===== src/rtl/mem_port_arbiter.sv =====
// mem_port_arbiter: shares one single-port memory between instruction fetch and data access.
// Optional STARVE_GUARD_EN bounds how many data grants may pass a waiting fetch.
module mem_port_arbiter #(
  parameter int ADDR_W       = 32,
  parameter int DATA_W       = 32,
  parameter int MEM_LATENCY  = 2,
  parameter int STARVE_LIMIT = 4
) (
  input  logic              clk,
  input  logic              reset,
  input  logic              if_req,
  input  logic [ADDR_W-1:0] if_addr,
  output logic [DATA_W-1:0] if_rdata,
  output logic              if_ready,
  input  logic              d_req,
  input  logic              d_we,
  input  logic [ADDR_W-1:0] d_addr,
  input  logic [DATA_W-1:0] d_wdata,
  output logic [DATA_W-1:0] d_rdata,
  output logic              d_ready,
  output logic              mem_en,
  output logic              mem_we,
  output logic [ADDR_W-1:0] mem_addr,
  output logic [DATA_W-1:0] mem_wdata,
  input  logic [DATA_W-1:0] mem_rdata,
  output logic              stall_if,
  output logic              stall_mem
);

  localparam logic [3:0] LatInit = 4'(MEM_LATENCY);
  // Out-of-range configurations never grant, so misuse shows up immediately.
  localparam bit CfgOk = (MEM_LATENCY >= 1) && (MEM_LATENCY <= 15) &&
                         (STARVE_LIMIT >= 1) && (STARVE_LIMIT <= 15);

  typedef enum logic [1:0] {IDLE, ISSUE, WAIT, DONE} state_t;

  state_t     state;
  logic [3:0] latCnt;
  logic       owner;
  logic       reqWe;
  logic       anyReq;
  logic       grantData;

  assign stall_if  = if_req & ~if_ready;
  assign stall_mem = d_req & ~d_ready;
  assign anyReq    = (if_req | d_req) & CfgOk;

`ifdef STARVE_GUARD_EN
  localparam logic [3:0] StarveMax = 4'(STARVE_LIMIT);
  logic [3:0] starveCnt;
  assign grantData = d_req & ~(if_req & (starveCnt == StarveMax));
`else
  assign grantData = d_req;
`endif

  always_ff @(posedge clk) begin
    if (reset) begin
      state     <= IDLE;
      latCnt    <= '0;
      owner     <= 1'b0;
      reqWe     <= 1'b0;
      mem_en    <= 1'b0;
      mem_we    <= 1'b0;
      mem_addr  <= '0;
      mem_wdata <= '0;
      if_ready  <= 1'b0;
      d_ready   <= 1'b0;
      if_rdata  <= '0;
      d_rdata   <= '0;
`ifdef STARVE_GUARD_EN
      starveCnt <= '0;
`endif
    end else begin
      if_ready <= 1'b0;
      d_ready  <= 1'b0;
      case (state)
        IDLE: begin
          if (anyReq) begin
            owner     <= grantData;
            reqWe     <= grantData & d_we;
            mem_en    <= 1'b1;
            mem_we    <= grantData & d_we;
            mem_addr  <= grantData ? d_addr : if_addr;
            mem_wdata <= grantData ? d_wdata : '0;
            state     <= ISSUE;
`ifdef STARVE_GUARD_EN
            if (!grantData)
              starveCnt <= '0;
            else if (if_req)
              starveCnt <= starveCnt + 4'd1;
`endif
          end
        end
        ISSUE: begin
          mem_en <= 1'b0;
          mem_we <= 1'b0;
          latCnt <= LatInit;
          state  <= WAIT;
        end
        WAIT: begin
          latCnt <= latCnt - 4'd1;
          // Count hits zero this cycle: memory data is valid right now.
          if (latCnt == 4'd1) begin
            if (!reqWe) begin
              if (owner) d_rdata  <= mem_rdata;
              else       if_rdata <= mem_rdata;
            end
            if (owner) d_ready  <= 1'b1;
            else       if_ready <= 1'b1;
            state <= DONE;
          end
        end
        DONE: begin
          state <= IDLE;
        end
        default: begin
          state <= IDLE;
        end
      endcase
    end
  end

endmodule


===== config.mk =====
export PLATFORM = sky130hd
export DESIGN_NAME = mem_port_arbiter
export DESIGN_NICKNAME = d
export VERILOG_FILES = /design/src/rtl/mem_port_arbiter.sv
export SDC_FILE = /design/constraint.sdc
export NUM_CORES = 1
export LEC_CHECK = 0
export CAP_MARGIN = 15
export CORE_MARGIN = 3
export CORE_UTILIZATION = 40
export CTS_CLUSTER_SIZE = 40
export DETAILED_ROUTE_END_ITERATION = 8
export PLACE_DENSITY = 0.79
export REMOVE_ABC_BUFFERS = 1
export SLEW_MARGIN = 20
export SYNTH_ARGS = -nofsm -noshare
export SYNTH_HDL_FRONTEND = slang
export SYNTH_SLANG_ARGS = --single-unit

===== constraint.sdc =====
create_clock -name clk -period 2.1 [get_ports clk]
set_clock_uncertainty 0.15 [all_clocks]
set_input_delay 0.42 -clock clk [delete_from_list [all_inputs] [get_ports clk]]
set_output_delay 0.42 -clock clk [all_outputs]
set_load 0.05 [all_outputs]

==> run metrics <==
Die ar. 0.0156 sq mm; sequential power share 32.4%; Top Ports 267; clk buf depth 2; layout cell share with drive strength beyond 1 10.4%; clock sinks 140; Setup TNS Final 0 ns; Internal 6.39 mW; Post-Syn Area per Cell 9.39 sq um; CP Max Fanout 5; sw frac 35.8%; IO Port Bufs 266; DR pass1 iterations 6; final hold viol count 0; Crit. End Element output port; multi-input logic area 0.00258 sq mm; first-pass GRT wire length 26,900 um; Setup Buffers After CTS 0; die height 125 um; Die W 125 um; worst-path cell chain clkdlybuf4s50_1 > nor2b_1 > buf_12; initial antenna violation count 0; Primary FF master, synth dfxtp_1; combinational fraction of design power 34.0%; routed length per placed instance 16.0 um; H-tree depth 4; Rows 42; CP max stage delay 0.57 ns; Yosys reg bits 140; Startpoint Class input pin; max cap viols 0; HPWL after detailed placement 12,400 um; TritonCTS clock tree yes; # diodes 0; mapped cell area 0.00564 sq mm; synth top area cells dfxtp_1 50%, mux2i_1 17%, nand2_1 6.5%; Switch Pwr 3.56 mW; CTS root buffer clkbuf_16; DRT iter0 DRCs 435; crit path DAT 1.43 ns; worst hold path stage count 2; GPL Wtd Cong 0.838; Crit Path Category in2out; vias in the first global route 5,308; Initial Util 41.7%; Post-synth ARST share 0%; overall power 9.95 mW; Clk pwr share 33.6%; CTS resizes 105; worst r2r path cells 5; commonest cells in the synthesized netlist 140 x dfxtp_1, 98 x nand2_1, 96 x mux2i_1, 38 x a21oi_1; most common cell in the netlist dfxtp_1; # DRC 0; fin crit share 95.4%; Ys Warns 0; Distinct cells, synth 37; drt total wl 16,800 um; RSZ-0062 raised after global routing false; outcome complete, no violations; Final ANT Viol Nets 0; utilization after layout 66.5%; clock slew at reported path FFs 0.05 ns; Mapped Cells 600; final global-route overflow total 0; Core Box Area 0.0135 sq mm; pin count of the biggest net entering global routing 66; fin cells 1,047; Crit path required time 1.53 ns; setup violators final 0; maximum operating frequency 0.499 GHz; fill count 1,118; cell taking the most area after synthesis dfxtp_1; vias per cell 5.00; maximum vdd drop 492 uV; number of flops mapped to enable cells by yosys 0; CTS Buf Count 17; Slew headroom 64.9%; latest clock arrival within the worst-skew pair 0.41 ns; synthesis-to-finish area growth 59.3%; Final min period 2.00 ns; Synth top area share 49.7%; PD cells 1110 mW/mm^2; P_leak 4.14 nW; max-slew violations 0; register area 0.00280 sq mm; Final nets 997; CTS Hold Bufs 0; Slowest cell on crit path clkdlybuf4s50_1; vias 5,237; placed cell count 1,015; hold crit path type in2reg; GRT Total Usage 21.2%; slew at the pin closest to its max-slew limit 0.528 ns; sequential-to-total area share from yosys stat 49.7%
-- area by class of cell --
type | instances | area share (%)
clock buffers | 20 | 4.97
repair buffers | 287 | 29.9
multi-input cells | 405 | 28.8
well taps | 176 | 2.45
flip-flops and latches | 140 | 31.2
clock inverters | 12 | 2.41
inverters | 7 | 0.293
-- placed cells by master, fill, tap and decap left out, types with 17 or more instances in the layout --
| cell | n |
|---|---|
| a211oi_1 | 33 |
| a21oi_1 | 38 |
| buf_4 | 45 |
| clkbuf_16 | 17 |
| clkdlybuf4s50_1 | 130 |
| dfxtp_1 | 140 |
| dlygate4sd2_1 | 105 |
| mux2i_1 | 96 |
| nand2_1 | 98 |
| nand2b_1 | 35 |
| nand3_1 | 34 |
| nor2_1 | 35 |
-- worst max-delay path: cells and delay by family --
family / cells / cell delay (ns)
simple gates: 1 / 0.27
buf+inv: 2 / 0.75
-- per-layer routing --
layer	vias to the layer above	wire length (um)	global-route usage, %
li1	2573	-	-
met4	0	283	7.48
met5	-	0	0
met3	27	1360	7.25
met2	222	8520	37.0
met1	2415	6630	24.0
-- cells by family after synthesis --
| group | Yosys count | synth area share [%] |
|---|---|---|
| adders and majority gates | 6 | 1.33 |
| AOI/OAI and AO/OA | 83 | 9.26 |
| buffers and inverters | 55 | 4.62 |
| and+or+nand+nor | 220 | 18.0 |
| DFF | 140 | 49.7 |
| muxes | 96 | 17.0 |
-- power by group through the flow --
stage                     clock network [mW]  registers, mW  logic, mW
after floorplan                            0           4.35       1.11
after global placement                     0           3.26       3.48
after detailed placement                   0           3.29       3.56
after CTS                               3.41           3.22       3.40
after global routing                    3.54           3.27       3.64
final                                   3.35           3.22       3.38
-- per-stage QoR --
step                instance area [sq um]  hold slack, ns  setup slack [ns]
global placement                     8450           0.287            0.0978
global route                         8980           0.243            0.0325
finish                               8980           0.235            0.0964
CTS                                  8980           0.210            0.0983
detailed placement                   8450           0.296             0.101
floorplan                            5400           0.303             -1.19
-- final timing paths --
path	end	slack, ns	start
setup / recovery	stall_if	0.1	if_req
hold / removal	owner	0.24	reset
setup reg to reg	state[1]	0.16	latCnt[1]
hold reg to reg	d_rdata[12]	0.30	d_rdata[12]
-- sequential cells by signal (all words and copies together) (netlist names), 2 cells and up --
name       flops
if_rdata      32
latCnt         4
state          2
mem_addr      32
mem_wdata     32
d_rdata       32
No activity file was read; power rests on OpenSTA's default activity.
